<file path="src/rtl/uart_tx_queue.sv">
// uart_tx_queue: byte FIFO feeding the UART transmitter's data/send/busy handshake.
// Define UART_TX_QUEUE_TIMEOUT_EN to build in the send-acknowledge timeout.
module uart_tx_queue #(
    parameter int DEPTH_LOG2     = 4,
    parameter int TIMEOUT_CYCLES = 1023
) (
    input  logic                  ipClk,
    input  logic                  reset,
    input  logic [7:0]            ipData,
    input  logic                  ipValid,
    output logic                  opReady,
    output logic [7:0]            opTxData,
    output logic                  opTxSend,
    input  logic                  ipTxBusy,
    output logic [DEPTH_LOG2:0]   opCount,
    output logic                  opEmpty,
    output logic                  opFull,
    output logic                  opTimeout
);
    localparam logic [0:0] IDLE = 1'b0;
    localparam logic [0:0] SEND = 1'b1;
    localparam int DEPTH = 1 << DEPTH_LOG2;

    if (DEPTH_LOG2 < 1 || DEPTH_LOG2 > 8 || TIMEOUT_CYCLES < 2) begin : badParams
        $error("uart_tx_queue: illegal DEPTH_LOG2 or TIMEOUT_CYCLES");
    end

    logic [7:0]            mem [DEPTH];
    logic [DEPTH_LOG2-1:0] wrPtr, rdPtr;
    logic [0:0]            state;
    logic                  push, pop, toHit;

    assign opFull  = opCount == {1'b1, {DEPTH_LOG2{1'b0}}};
    assign opEmpty = opCount == '0;
    assign opReady = !opFull;
    assign push    = ipValid && opReady;
    // A byte leaves the FIFO only once the UART has acknowledged it
    assign pop     = state == SEND && ipTxBusy;

    always_ff @(posedge ipClk) begin
        if (push) mem[wrPtr] <= ipData;
    end

    always_ff @(posedge ipClk) begin
        if (reset) begin
            wrPtr    <= '0;
            rdPtr    <= '0;
            opCount  <= '0;
            state    <= IDLE;
            opTxSend <= 1'b0;
            opTxData <= 8'h00;
        end else begin
            if (push) wrPtr <= wrPtr + 1'b1;
            if (pop) rdPtr <= rdPtr + 1'b1;
            opCount <= opCount + {{DEPTH_LOG2{1'b0}}, push} - {{DEPTH_LOG2{1'b0}}, pop};
            if (state == IDLE) begin
                if (!opEmpty && !ipTxBusy) begin
                    opTxData <= mem[rdPtr];
                    opTxSend <= 1'b1;
                    state    <= SEND;
                end
            end else if (ipTxBusy || toHit) begin
                opTxSend <= 1'b0;
                state    <= IDLE;
            end
        end
    end

`ifdef UART_TX_QUEUE_TIMEOUT_EN
    localparam int TW = $clog2(TIMEOUT_CYCLES);

    logic [TW-1:0] toCnt;

    // Counter sits at zero in IDLE, so it is already clear on entry to SEND
    assign toHit = state == SEND && !ipTxBusy && toCnt == TW'(TIMEOUT_CYCLES - 1);

    always_ff @(posedge ipClk) begin
        if (reset) begin
            toCnt     <= '0;
            opTimeout <= 1'b0;
        end else begin
            toCnt <= (state == SEND) ? toCnt + 1'b1 : '0;
            if (toHit) opTimeout <= 1'b1;
        end
    end
`else
    assign toHit     = 1'b0;
    assign opTimeout = 1'b0;
`endif
endmodule

</file>
<file path="config.mk">
export PLATFORM = sky130hd
export DESIGN_NAME = uart_tx_queue
export DESIGN_NICKNAME = d
export VERILOG_FILES = /design/src/rtl/uart_tx_queue.sv
export SDC_FILE = /design/constraint.sdc
export NUM_CORES = 1
export LEC_CHECK = 0
export BUFFER_PORTS_ARGS = -buffer_cell sky130_fd_sc_hd__buf_2
export CAP_MARGIN = 20
export CORE_ASPECT_RATIO = 0.6
export CORE_MARGIN = 2
export CORE_UTILIZATION = 30
export CTS_BUF_LIST = sky130_fd_sc_hd__clkbuf_8 sky130_fd_sc_hd__clkbuf_16
export CTS_CLUSTER_SIZE = 8
export DETAILED_ROUTE_END_ITERATION = 7
export PLACE_DENSITY = 0.48
export SYNTH_ARGS = -nofsm -noshare
export SYNTH_HDL_FRONTEND = slang
export SYNTH_SLANG_ARGS = --single-unit
</file>
<file path="constraint.sdc">
create_clock -name ipClk -period 2.7 [get_ports ipClk]
set_clock_uncertainty 0.05 [all_clocks]
set_input_delay 0.27 -clock ipClk [delete_from_list [all_inputs] [get_ports ipClk]]
set_output_delay 0.27 -clock ipClk [all_outputs]
set_load 0.03 [all_outputs]
</file>
# After elaboration in Yosys (flattened, before gate mapping)
# Memory sizes are Yosys's and may differ from the RTL's. A register that Yosys moved wholly into a read port is not among the register bits.
# Index checks and enable logic that the tools add are counted.
[op_classes]
addsub = 4
eq_ne = 2
muxes = 8
n_bitwise = 1
n_reduce_logical = 10
[op_table]
columns = ["op", "n"]
rows = [
  ["$add 4x1->4 const B", 2],
  ["$mux 1", 8],
  ["$add 5x1->5", 1],
  ["$eq 5x5->1 const B", 1],
  ["$logic_not 5->1", 1],
  ["$sub 5x1->5", 1],
  ["$reduce_and 2->1", 2],
  ["$logic_and 1x1->1", 3],
  ["$logic_not 1->1", 3],
  ["$ne 2x2->1 const B", 1],
  ["$reduce_bool 2->1", 1],
  ["$not 1->1", 1],
]
[word_totals]
ff_bits = 15
ramBits = 128
mem_count = 1
[memory_table]
columns = ["memory", "words", "word_bits", "read_ports", "rd_ports_with_merged_regs", "write_ports", "line", "source"]
rows = [
  ["mem", 16, 8, 1, 1, 1, "28", "logic [7:0] mem [DEPTH];"],
]

# Depth between registers and ports, before layout
# Gate-level depths: netlist of the first run.
[depth]
depth_word = 5
depth_mapped = 15
depth_no_buf = 14

# Worst setup path after synthesis of the first run
# Ideal clock, no wire load.
[synth_path]
kind = "register to register"
start = "register opCount[2]"
end = "register opCount[4]"
setup_ps = 127
arrival_time_ps = 2916
slack_ps = -393
stages_incl_launch_ff = 16
n_path_buf = 1
period_less_slack_ps = 3093
path_cell_list = "dfxtp_1 -> inv_1 -> ha_1 -> nand4bb_1 -> and2_1 -> clkbuf_1 -> inv_2 -> ha_1 -> inv_1 -> ha_1 -> inv_1 -> fa_1 -> nor2b_1 -> o21bai_1 -> a21oi_1 -> nor3b_1"
[synth_between]
elab_chain_cells = 5
[synth_lines]
columns = ["element", "line", "source"]
rows = [
  ["start: declaration", "15", "output logic [DEPTH_LOG2:0] opCount,"],
  ["start signal: assignment", "55", "opCount <= opCount + {{DEPTH_LOG2{1'b0}}, push} - {{DEPTH_LOG2{1'b0}}, pop};"],
  ["$eq 5x5->1", "33", "assign opFull = opCount == {1'b1, {DEPTH_LOG2{1'b0}}};"],
  ["$logic_not 1->1", "35", "assign opReady = !opFull;"],
  ["net opReady", "11", "output logic opReady,"],
  ["$logic_and 1x1->1", "36", "assign push = ipValid && opReady;"],
  ["$add 5x1->5", "55", ""],
  ["$sub 5x1->5", "55", ""],
]
# The timed path passes the listed nets, and every way through them passes these cells.
# A chain may end at the register's enable or synchronous reset.

# Final worst setup path of the first run
[layout_path]
start = "register opCount[3]"
end = "register opCount[4]"
[layout_between]
elab_chain_cells = 5
[layout_lines]
columns = ["element", "line"]
rows = [
  ["$eq 5x5->1", "33"],
  ["$logic_not 1->1", "35"],
  ["$logic_and 1x1->1", "36"],
  ["$add 5x1->5 *", "55"],
  ["$sub 5x1->5 *", "55"],
]
# Every way passes the cells marked *; elsewhere a longest branch is shown, timed or not.

==> summary.md, run 1 <==
| Metric | Value |
|---|---|
| Pwr Density | 839 mW/mm^2 |
| Relative area change from synthesis to final layout | 19.1% |
| Final setup fails | 0 |
| Number of nets at the end of the flow | 401 |
| Number of buffers created by CTS | 17 |
| Top achievable clock speed | 406 MHz |
| Combinational fraction of design power | 17.2% |
| Reported leakage power | 2.35 nW |
| Post-Layout Inst Area | around 0.0072 mm^2 |
| Yosys top cell area share | between 60% and 70% |
| Worst R2R End | opCount[4] |
| Number of storage elements in the synthesis netlist | roughly 150 |
| Global-route usage over all layers | about an eighth |
| Placement row count | 40 |
| Crit end category | register |
| Worst Tran Pin Value | around 0.57 ns |
| Kind of start point of the critical path | register |
| Hold Crit Class | input port to register |
| Final sum of negative setup slack | 0 ns |
| Post-synthesis cell area | a little over 0.006 mm^2 |
| DRT Pass-1 Iters | 4 |
| Post-Syn Instances | ~330 |
| Worst hold path depth | 1 |
| RSZ-0062 raised after global routing | no |
| Endpoint required time on the critical path | between 2 and 3 ns |
| Port Buf Inserts | 28 |
| Sequential share of power | between 40% and 50% |
| Hold violation count in the final report | 0 |
| Maximum vdd ir drop | about 0.00046 V |
| Launch point of the worst path | opCount[3] |
| DRC | 0 |
| Share of the core filled with cells in the final layout | ~36% |
| Wirelength, routed | ~12000 um |
| Count of different cell masters after synthesis | 36 |
| Die Wd | about 190 um |
| Multi-input combinational cell area | 0.00164 mm^2 |
| Sequential fraction of the synthesis area | roughly 70% |
| Relative slew margins | between 60 and 70% |
| Mean cell area of the mapped netlist | roughly 18 um^2 |
| Clock-pin transition on the worst setup and hold timing paths | roughly 0.060 ns |
| Cell Chain, Critical Path | inv_2 -> ha_4 -> nand4bb_4 -> and2_1 -> inv_2 -> ha_1 -> inv_1 -> ha_1 -> inv_1 -> fa_1 -> nor2b_2 -> o21bai_1 -> a21oi_1 -> nor3b_2 |
| Initial Util | about 30% |
| CTS tree | yes |
| Result of the run | complete, no violations |
| Worst endpoint data arrival time | around 2.7 ns |
| Max-capacitance violation count | 0 |
| Origin of the critical flop-to-flop path | opCount[3] |
| Area enclosed by the die boundary | around 0.021 mm^2 |
| # IOs | 30 |
| Grt total ovfl | 0 |
| Fraction of layout instances using a drive strength above 1 | roughly 34% |
| Switching Share | 27.8% |
| Number of levels in the clock H-tree | 4 |
| Largest fanout on the critical path | 5 |
| Worst-case reg-to-reg path depth | 14 |
| Net count of the mapped netlist | 352 |
| HPWL after DPL | around 8200 um |
| Type of the worst setup path | register to register |
| Internal power of the cells | between 4 and 5 mW |
| Worst reg2reg setup slack | approximately 0.23 ns |
| Placer's final routability congestion estimate | between 0.6 and 0.7 |
| First-pass GRT wire length | ~19000 um |
| Max stage delay cell, worst path | sky130_fd_sc_hd__fa_1 |
| Fin. max-slew vios | 0 |
| Sequential standard cell area | 0.00431 mm^2 |
| Via count of the first global-routing pass | approximately 3k |
| Via count of the routed design | 3041 |
| Antenna Nets Post-Route | 0 |
| Number of buffers between clock root and the deepest sink | 2 |
| Initial antenna violation count | 0 |
| Detail-routed via count per cell | approximately 4.6 |
| Clk root buf | sky130_fd_sc_hd__clkbuf_16 |
| Post-synth top area cell | sky130_fd_sc_hd__edfxtp_1 |
| Chip Height | between 100 and 150 um |
| CTS Sinks | approximately 150 |
| Post-CTS Setup Inserts | 0 |
| Final period util | 91.3% |
| Syn. warnings | 0 |
| Core area | around 0.02 mm^2 |
| Largest net degree at the start of global routing | 35 |
| Final critical-path required period | 2.47 ns |
| Area of placed instances | approximately 0.0066 mm^2 |
| Launch instance of the worst min-delay path | ipData[6] |
| Clock Latency Late Sink | 0.42 ns |
| Largest stage delay on the critical path | 0.38 ns |
| Hold EP | mem[4][6] |
| Count of filler cells inserted in the layout | between 1.5k and 2k |
| Initial DRC Count | approximately 220 |
| Power share of the clock group | between 30% and 40% |
| Final routed wire length divided by cell count | roughly 19 um |
| Psw | around 1.7 mW |
| Number of antenna diodes | 0 |
| Ranking of synthesized cells by area | sky130_fd_sc_hd__edfxtp_1 (63%), sky130_fd_sc_hd__mux4_2 (12%), sky130_fd_sc_hd__dfxtp_1 (7.6%) |
## per-layer routing
metal / track usage, % / vias to the layer above / wire length (um) / share of wire [%]
met1: 18.9 / 1578 / 6380 / 51
li1: - / 1383 / - / -
met4: 4.09 / 0 / 88 / 0.71
met5: 0 / - / 0 / 0
met2: 18.0 / 71 / 5340 / 43
met3: 3.13 / 9 / 662 / 5.3
## power groups by stage
stage	Clock, mW	Combinational, mW	Sequential (mW)
global route	2.39	1.15	2.81
finish	2.21	1.04	2.79
detailed placement	0	1.01	2.84
floorplan	0	0.602	2.94
global placement	0	1.01	2.84
CTS	2.28	1.02	2.79
## registers in the layout, indices dropped and copies added (netlist names)
| name | cells |
|---|---|
| mem | 128 |
| opTxData | 8 |
| opCount | 5 |
| rdPtr | 4 |
| wrPtr | 4 |
| opTxSend | 1 |
| state | 1 |
## cells by family after synthesis
| group | share of synthesized area, % |
|---|---|
| compound gates | 2.73 |
| xor+xnor | 1.16 |
| fa+ha+maj | 2.60 |
| buf+inv | 2.50 |
| flops | 71.0 |
| mux | 14.7 |
| other cells | 0.0619 |
| simple gates | 5.22 |
## final cells by class
type / count / share of cell area [%]
multi-input combinational: 144 / 22.7
clock buffer: 17 / 5.90
tap: 273 / 4.73
sequential: 151 / 59.8
inverter: 13 / 0.676
timing repair buffer: 50 / 4.44
clock inverter: 15 / 1.75
## cells in the final DEF (no fill, tap or decap), types with 2 or more instances in the layout
| cell | count |
|---|---|
| sky130_fd_sc_hd__edfxtp_1 | 128 |
| sky130_fd_sc_hd__mux4_2 | 32 |
| sky130_fd_sc_hd__buf_2 | 28 |
| sky130_fd_sc_hd__nor2_1 | 21 |
| sky130_fd_sc_hd__buf_4 | 20 |
| sky130_fd_sc_hd__dfxtp_1 | 19 |
| sky130_fd_sc_hd__mux2i_1 | 17 |
| sky130_fd_sc_hd__clkbuf_16 | 17 |
| sky130_fd_sc_hd__inv_1 | 10 |
| sky130_fd_sc_hd__ha_1 | 10 |
| sky130_fd_sc_hd__nand3b_1 | 8 |
| sky130_fd_sc_hd__o221ai_2 | 8 |
| sky130_fd_sc_hd__nand2_1 | 7 |
| sky130_fd_sc_hd__nor3_1 | 5 |
| sky130_fd_sc_hd__xor2_1 | 5 |
| sky130_fd_sc_hd__inv_6 | 4 |
| sky130_fd_sc_hd__inv_2 | 3 |
| sky130_fd_sc_hd__nand3_1 | 3 |
| sky130_fd_sc_hd__xnor2_1 | 3 |
| sky130_fd_sc_hd__a21oi_1 | 3 |
| sky130_fd_sc_hd__clkinv_2 | 3 |
| sky130_fd_sc_hd__clkinv_1 | 3 |
| sky130_fd_sc_hd__dfxtp_2 | 3 |
| sky130_fd_sc_hd__and2_1 | 2 |
| sky130_fd_sc_hd__nand2b_1 | 2 |
| sky130_fd_sc_hd__or3_1 | 2 |
| sky130_fd_sc_hd__nor2b_1 | 2 |
| sky130_fd_sc_hd__a211oi_1 | 2 |
| sky130_fd_sc_hd__clkinvlp_4 | 2 |
## stage by stage
| step | setup slack (ns) | std cells | total power, mW | hold WS [ns] |
|---|---|---|---|---|
| after floorplan | 0.00964 | 328 | 3.54 | 0.293 |
| after global placement | 0.232 | 630 | 3.85 | 0.396 |
| after detailed placement | 0.187 | 630 | 3.85 | 0.409 |
| after CTS | 0.169 | 663 | 6.09 | 0.173 |
| after global routing | 0.0429 | 663 | 6.35 | 0.183 |
| final | 0.235 | 663 | 6.05 | 0.185 |
## what timing repair did
item | in CTS | in global routing
endpoints found under the hold margin | 1 | 0
resized for setup | 0 | 6
hold buffers | 1 | 0
endpoints found under the setup margin | 0 | 1
## worst max-delay path, delay by kind of cell, from the launching register on
family / cells / cell delay (ns)
and+or+nand+nor: 4 / 0.48
adders and majority gates: 4 / 0.97
AOI/OAI and AO/OA: 2 / 0.28
buffers and inverters: 4 / 0.21
DFF: 1 / 0.35
## cells in the mapped netlist
master	count
sky130_fd_sc_hd__and2_1	2
sky130_fd_sc_hd__a211oi_1	2
sky130_fd_sc_hd__and3_1	1
sky130_fd_sc_hd__mux4_2	32
sky130_fd_sc_hd__nand2_1	7
sky130_fd_sc_hd__buf_6	1
sky130_fd_sc_hd__clkbuf_1	10
sky130_fd_sc_hd__xnor2_1	3
sky130_fd_sc_hd__fa_1	1
sky130_fd_sc_hd__edfxtp_1	128
sky130_fd_sc_hd__dfxtp_1	23
sky130_fd_sc_hd__inv_1	12
sky130_fd_sc_hd__inv_2	1
sky130_fd_sc_hd__xor2_1	5
sky130_fd_sc_hd__buf_4	4
sky130_fd_sc_hd__nor3b_1	1
sky130_fd_sc_hd__nand3b_1	8
sky130_fd_sc_hd__nor3_1	5
sky130_fd_sc_hd__a21o_1	1
sky130_fd_sc_hd__nor2_1	21
sky130_fd_sc_hd__nor4b_2	1
sky130_fd_sc_hd__buf_1	1
sky130_fd_sc_hd__nor2b_1	3
sky130_fd_sc_hd__ha_1	11
sky130_fd_sc_hd__mux2i_1	17
sky130_fd_sc_hd__o21bai_1	1
sky130_fd_sc_hd__nand3_1	3
sky130_fd_sc_hd__or3_1	2
sky130_fd_sc_hd__a21oi_1	3
sky130_fd_sc_hd__nand4bb_1	1
sky130_fd_sc_hd__nand4_1	1
sky130_fd_sc_hd__buf_2	4
sky130_fd_sc_hd__nand2b_1	2
sky130_fd_sc_hd__conb_1	1
sky130_fd_sc_hd__o221ai_2	8
sky130_fd_sc_hd__or3b_2	1
## how the worst max path moves through the flow
| stage | depth (start not counted) | to | slack, ns |
|---|---|---|---|
| after floorplan | 15 | opCount[4] | 0.01 |
| final | 14 | opCount[4] | 0.23 |
| after global placement | 14 | opCount[4] | 0.23 |
| after CTS | 14 | opCount[4] | 0.17 |
| after global routing | 14 | opCount[4] | 0.04 |
| after detailed placement | 14 | opCount[4] | 0.19 |
Note: power is estimated with default switching activity, not from simulation.
==> inputs of run 2 (changes only) <==
- CTS_CLUSTER_SIZE: 8 -> 16
- PLACE_DENSITY: 0.48 -> default
- PLACE_DENSITY_LB_ADDON: default -> 0.2
- SETUP_SLACK_MARGIN: default -> 0.5
==> summary.md, run 2 (synthesis gave the netlist of run 1 again) <==
| Metric | Value |
|---|---|
| Fin. max-slew vios | 0 (unchanged) |
| Clk root buf | sky130_fd_sc_hd__clkbuf_16 (unchanged) |
| Most common library cell in the layout ignoring fill and taps | sky130_fd_sc_hd__edfxtp_1 (unchanged) |
| Final critical-path required period | 2.31 ns (was 2.47 ns) |
| Final sum of negative setup slack | 0 ns (unchanged) |
| Area of placed instances | 0.00671 mm^2 (was 0.00663 mm^2) |
| Max-capacitance violation count | 0 (unchanged) |
| Most used cells in the layout excluding fill and tap cells | sky130_fd_sc_hd__edfxtp_1 (128), sky130_fd_sc_hd__mux4_2 (32), sky130_fd_sc_hd__buf_2 (28) (unchanged) |
| Worst hold path depth | 4 (was 1) |
| Initial Util | 30.4% (unchanged) |
| Endpoint required time on the critical path | 2.93 ns (about the same) |
| Detail-routed via count per cell | 4.52 (was 4.59) |
| Hold violation count in the final report | 0 (unchanged) |
| # IOs | 30 (unchanged) |
| Origin of the critical flop-to-flop path | opCount[2] (was opCount[3]) |
| Core area | 0.0199 mm^2 (unchanged) |
| CTS tree | yes (unchanged) |
| Cell Chain, Critical Path | inv_4 -> ha_4 -> nand4bb_4 -> and2_4 -> inv_4 -> ha_4 -> inv_2 -> ha_4 -> inv_2 -> fa_2 -> nor2b_2 -> o21bai_1 -> a21oi_1 -> nor3b_2 (was inv_2 -> ha_4 -> nand4bb_4 -> and2_1 -> inv_2 -> ha_1 -> inv_1 -> ha_1 -> inv_1 -> fa_1 -> nor2b_2 -> o21bai_1 -> a21oi_1 -> nor3b_2) |
| Maximum vdd ir drop | 0.000441 V (was 0.000461 V) |
| Initial antenna violation count | 0 (unchanged) |
| Type of the worst setup path | register to register (unchanged) |
| Placer's final routability congestion estimate | 0.744 (was 0.684) |
| Clock-pin transition on the worst setup and hold timing paths | 0.07 ns (was 0.06 ns) |
| Pwr Density | 870 mW/mm^2 (was 839 mW/mm^2) |
| Worst endpoint data arrival time | 2.54 ns (was 2.70 ns) |
| Crit end category | register (unchanged) |
| Final setup fails | 0 (unchanged) |
| Result of the run | complete, no violations (unchanged) |
| Via count of the first global-routing pass | 3145 (was 3037) |
| Largest register by flop count | mem (unchanged) |
| Worst R2R End | opCount[4] (unchanged) |
| Max stage delay cell, worst path | sky130_fd_sc_hd__dfxtp_4 (was sky130_fd_sc_hd__fa_1) |
| Largest net degree at the start of global routing | 36 (was 35) |
| Port Buf Inserts | 28 (unchanged) |
| Number of levels in the clock H-tree | 4 (unchanged) |
| Global-route usage over all layers | 13.4% (was 12.6%) |
| RSZ-0062 raised after global routing | yes (was no) |
| Kind of start point of the critical path | register (unchanged) |
| Worst Tran Pin Value | 0.738 ns (was 0.566 ns) |
| DRC | 0 (unchanged) |
| Wirelength, routed | 13500 um (was 12500 um) |
| DRT Pass-1 Iters | 4 (unchanged) |
| Launch point of the worst path | opCount[2] (was opCount[3]) |
| Area enclosed by the die boundary | 0.0214 mm^2 (unchanged) |
| Worst-case reg-to-reg path depth | 14 (unchanged) |
| First-pass GRT wire length | 20200 um (was 19200 um) |
| Via count of the routed design | 3025 (was 3041) |
| Top achievable clock speed | 433 MHz (was 406 MHz) |
| Flip-flop count of the largest register after layout | 128 (unchanged) |
| HPWL after DPL | 8510 um (was 8210 um) |
| Chip Height | 114 um (unchanged) |
| Registers with the highest flip-flop counts | mem: 128 flops, opTxData: 8 flops, opCount: 5 flops (unchanged) |
| Clock Latency Late Sink | 0.41 ns (was 0.42 ns) |
| Largest fanout on the critical path | 2 (was 5) |
| Placement row count | 40 (unchanged) |
| Relative area change from synthesis to final layout | 22.1% (was 19.1%) |
| Die Wd | 187 um (unchanged) |
| Final routed wire length divided by cell count | 20.1 um (was 18.8 um) |
| Number of buffers between clock root and the deepest sink | 2 (unchanged) |
| Most frequent cell on the critical path | sky130_fd_sc_hd__ha_4 |
| Hold Crit Class | input port to register (unchanged) |
| Worst reg2reg setup slack | 0.39 ns (was 0.23 ns) |
| Post-Layout Inst Area | 0.00740 mm^2 (was 0.00721 mm^2) |
| Antenna Nets Post-Route | 0 (unchanged) |
| Largest stage delay on the critical path | 0.35 ns (was 0.38 ns) |
| Number of nets at the end of the flow | 406 (was 401) |
| Relative slew margins | 50.7% (was 62.3%) |
| CTS Sinks | 151 (unchanged) |
| Hold EP | wrPtr[3] (was mem[4][6]) |
| Final period util | 85.6% (was 91.3%) |
| Initial DRC Count | 279 (was 215) |
| Reported leakage power | 2.42 nW (was 2.35 nW) |
| Fraction of layout instances using a drive strength above 1 | 37.7% (was 33.6%) |
| Launch instance of the worst min-delay path | ipValid (was ipData[6]) |
| Number of buffers created by CTS | 17 (unchanged) |
| Grt total ovfl | 0 (unchanged) |
==> run 2: cell types whose count changed in the layout (fill, tap and decap cells not counted), sizes merged <==
cell,change
bufinv,+3
clkinv,-2
diode,+1
clkinvlp,+2
inv,-3
buf,+5
==> run 2: cell type report <==
class / count / area, um^2
sequential: 151 / 4320
tap: 273 / 342
antenna: 1 / 2.50
fill: 1890 / 12500
clock buffer: 17 / 425
inverter: 13 / 56.3
timing repair buffer: 55 / 370
clock inverter: 15 / 203
multi-input combinational: 144 / 1690
==> run 2: stage by stage <==
stage                     util, %  cells  hold WS [ns]  setup WS (ns)  power, mW
after floorplan                 -    328         0.293          0.180       3.61
final                        37.2    669         0.164          0.389       6.44
after global routing         37.1    668         0.174          0.281       6.74
after detailed placement     33.7    629         0.401          0.291       3.94
after CTS                    37.1    668         0.149          0.369       6.52
after global placement       33.7    629         0.395          0.330       3.91
==> run 2: layer usage <==
layer | global-route usage [%] | routed length [um] | share of wire [%]
met1 | 20.1 | 6760 | 50
met2 | 18.9 | 5930 | 44
met3 | 3.52 | 715 | 5.3
met4 | 3.94 | 46 | 0.34
met5 | 0 | 0 | 0
==> run 2: worst max-delay path by stage <==
stage	to	slack [ns]	cells after the start
after detailed placement	opCount[4]	0.29	14
after floorplan	opCount[4]	0.18	15
after CTS	opCount[4]	0.37	14
after global placement	opCount[4]	0.33	14
after global routing	opCount[4]	0.28	14
final	opCount[4]	0.39	14
==> run 2: critical path, delay by kind of cell (launching register included) <==
family | cells | cell delay [ns]
AOI/OAI and AO/OA | 2 | 0.28
buffers and inverters | 4 | 0.21
adders and majority gates | 4 | 0.80
and+or+nand+nor | 4 | 0.49
DFF | 1 | 0.35
==> run 2: what timing repair did <==
item / 4_1_cts / 5_1_grt
hold endpoints to repair: 1 / 0
setup endpoints to repair: 9 / 10
setup buffers: 6 / 0
hold buffers: 1 / 0
gates resized for setup: 2 / 0
pin swaps: 6 / 3
==> run 2: where the power goes <==
group	leakage [nW]	switching [mW]	total [mW]	internal, mW
sequential	1.35	0.119	2.81	2.69
clock	0.294	0.954	2.51	1.55
combinational	0.779	0.661	1.13	0.467
total	2.42	1.73	6.44	4.71
==> inputs of run 3 (changes only) <==
- REMOVE_ABC_BUFFERS: default -> 1
==> summary.md, run 3 (synthesis gave the netlist of run 1 again) <==
| Metric | Value |
|---|---|
| Result of the run | complete, no violations (unchanged) |
| Type of the worst setup path | register to register (unchanged) |
| Clock Latency Late Sink | 0.43 ns (was 0.41 ns) |
| Number of nets at the end of the flow | 414 (was 406) |
| Clk root buf | sky130_fd_sc_hd__clkbuf_16 (unchanged) |
| Kind of start point of the critical path | register (unchanged) |
| Chip Height | 114 um (unchanged) |
| Die Wd | 187 um (unchanged) |
| Crit end category | register (unchanged) |
| Worst setup margin | 0.451 ns (was 0.389 ns) |
| Via count of the routed design | 3081 (was 3025) |
| Top achievable clock speed | 445 MHz (was 433 MHz) |
| Largest fanout on the critical path | 3 (was 2) |
| Core area | 0.0199 mm^2 (unchanged) |
| Reported leakage power | 2.44 nW (was 2.42 nW) |
| DRC | 0 (unchanged) |
| Antenna Nets Post-Route | 0 (unchanged) |
| DRT Pass-1 Iters | 4 (unchanged) |
| Placement row count | 40 (unchanged) |
| Via count of the first global-routing pass | 3161 (was 3145) |
| Clock-pin transition on the worst setup and hold timing paths | 0.07 ns (about the same) |
| Hold violation count in the final report | 0 (unchanged) |
| Final setup fails | 0 (unchanged) |
| Registers with the highest flip-flop counts | mem: 128 flops, opTxData: 8 flops, opCount: 5 flops (unchanged) |
| Flip-flop count of the largest register after layout | 128 (unchanged) |
| Initial Util | 30.4% (unchanged) |
| Most common library cell in the layout ignoring fill and taps | sky130_fd_sc_hd__edfxtp_1 (unchanged) |
| Maximum vdd ir drop | 0.000461 V (was 0.000441 V) |
| Placer's final routability congestion estimate | 0.736 (was 0.744) |
| Worst Tran Pin Value | 0.533 ns (was 0.738 ns) |
| Worst endpoint data arrival time | 2.51 ns (was 2.54 ns) |
| Port Buf Inserts | 28 (unchanged) |
| RSZ-0062 raised after global routing | yes (unchanged) |
| Hold EP | mem[14][5] (was wrPtr[3]) |
| Number of buffers created by CTS | 17 (unchanged) |
| Worst R2R End | opCount[4] (unchanged) |
| Worst hold path depth | 1 (was 4) |
| Worst setup slack after placement | 0.164 ns (was 0.291 ns) |
| Global-route usage over all layers | 13.3% (was 13.4%) |
| Relative area change from synthesis to final layout | 21.8% (was 22.1%) |
| Most used cells in the layout excluding fill and tap cells | sky130_fd_sc_hd__edfxtp_1 (128), sky130_fd_sc_hd__buf_4 (33), sky130_fd_sc_hd__mux4_2 (32) (was sky130_fd_sc_hd__edfxtp_1 (128), sky130_fd_sc_hd__mux4_2 (32), sky130_fd_sc_hd__buf_2 (28)) |
| Wirelength, routed | 13200 um (was 13500 um) |
| Final routed wire length divided by cell count | 19.5 um (was 20.1 um) |
| Initial DRC Count | 245 (was 279) |
| Post-Layout Inst Area | 0.00738 mm^2 (was 0.00740 mm^2) |
| Area of placed instances | 0.00666 mm^2 (was 0.00671 mm^2) |
| Max-capacitance violation count | 0 (unchanged) |
| Largest net degree at the start of global routing | 36 (unchanged) |
| Final period util | 83.3% (was 85.6%) |
| CTS Sinks | 151 (unchanged) |
| Launch instance of the worst min-delay path | ipData[5] (was ipValid) |
| Number of levels in the clock H-tree | 4 (unchanged) |
| Area enclosed by the die boundary | 0.0214 mm^2 (unchanged) |
| Grt total ovfl | 0 (unchanged) |
| CTS tree | yes (unchanged) |
| Number of antenna diodes | 0 (was 1) |
| Final critical-path required period | 2.25 ns (was 2.31 ns) |
| Worst reg2reg setup slack | 0.45 ns (was 0.39 ns) |
| HPWL after DPL | 8670 um (was 8510 um) |
| Detail-routed via count per cell | 4.56 (was 4.52) |
| Pwr Density | 861 mW/mm^2 (was 870 mW/mm^2) |
| Number of buffers between clock root and the deepest sink | 2 (unchanged) |
| # IOs | 30 (unchanged) |
| Worst-case reg-to-reg path depth | 14 (unchanged) |
| Power after layout | 6.36 mW (was 6.44 mW) |
| Fraction of layout instances using a drive strength above 1 | 38.2% (was 37.7%) |
| First-pass GRT wire length | 20100 um (was 20200 um) |
| Largest register by flop count | mem (unchanged) |
| Initial antenna violation count | 1 (was 0) |
| Hold Crit Class | input port to register (unchanged) |
| Origin of the critical flop-to-flop path | opCount[3] (was opCount[2]) |
| Fin. max-slew vios | 0 (unchanged) |
| Relative slew margins | 64.5% (was 50.7%) |
| Endpoint required time on the critical path | 2.96 ns (was 2.93 ns) |
## run 3: cell types whose count changed in the layout (fill, tap and decap cells not counted), moves of 2 or more
cell,previous run,this run
sky130_fd_sc_hd__dfxtp_4,2,0
sky130_fd_sc_hd__clkinv_2,1,4
sky130_fd_sc_hd__dfxtp_1,17,19
sky130_fd_sc_hd__nor3_1,2,4
sky130_fd_sc_hd__nor3_2,3,1
sky130_fd_sc_hd__buf_4,24,33
sky130_fd_sc_hd__clkinv_4,3,1
## run 3: layout make-up
type	count	area (um^2)
fill	1886	12500
clock buffer	17	425
inverter	13	53.8
timing repair buffer	63	418
tap	273	342
sequential	151	4310
multi-input combinational	144	1670
clock inverter	15	161
## run 3: metal layers
metal / vias to the layer above / GRT usage (%) / share of wire (%)
li1: 1405 / - / -
met1: 1609 / 19.4 / 53
met2: 44 / 18.7 / 42
met3: 21 / 3.83 / 3.4
met4: 2 / 5.35 / 1.5
met5: - / 0 / 0.053
## run 3: timing repair
action / CTS / global route
endpoints found under the setup margin: 11 / 20
hold endpoints to repair: 1 / 0
pin swaps: 7 / 6
setup buffers: 4 / 3
hold buffers: 1 / 0
cloned: 0 / 0
gates resized for setup: 17 / 6
## run 3: power breakdown
group	internal (mW)	total, mW	switching [mW]	leakage [nW]
sequential	2.68	2.79	0.107	1.35
combinational	0.514	1.19	0.679	0.807
clock	1.44	2.38	0.939	0.285
## run 3: how the worst max path moves through the flow
stage / slack (ns) / endpoint / from
after floorplan: -0.28 / opCount[4] / opCount[2]
after global placement: 0.23 / opCount[4] / opCount[3]
after detailed placement: 0.16 / opCount[4] / opCount[2]
after CTS: 0.42 / opCount[4] / opCount[3]
after global routing: 0.32 / opCount[4] / opCount[2]
final: 0.45 / opCount[4] / opCount[3]
## run 3: critical path: stages, from the launching register on
cell	delay [ns]
sky130_fd_sc_hd__dfxtp_2	0.34
sky130_fd_sc_hd__inv_2	0.07
sky130_fd_sc_hd__ha_4	0.12
sky130_fd_sc_hd__nand4bb_1	0.12
sky130_fd_sc_hd__and2_4	0.20
sky130_fd_sc_hd__inv_4	0.06
sky130_fd_sc_hd__ha_4	0.19
sky130_fd_sc_hd__inv_4	0.05
sky130_fd_sc_hd__ha_4	0.12
sky130_fd_sc_hd__inv_2	0.04
sky130_fd_sc_hd__fa_2	0.34
sky130_fd_sc_hd__nor2b_2	0.15
sky130_fd_sc_hd__o21bai_2	0.08
sky130_fd_sc_hd__a21oi_2	0.16
sky130_fd_sc_hd__nor3b_2	0.05
## run 3: metrics by stage
step | hold slack [ns] | instances | utilization [%] | setup TNS, ns
CTS | 0.162 | 673 | 36.8 | 0
global route | 0.174 | 676 | 37.1 | 0
floorplan | 0.287 | 308 | - | -0.358
detailed placement | 0.404 | 636 | 33.4 | 0
finish | 0.173 | 676 | 37.1 | 0
global placement | 0.395 | 636 | 33.4 | 0
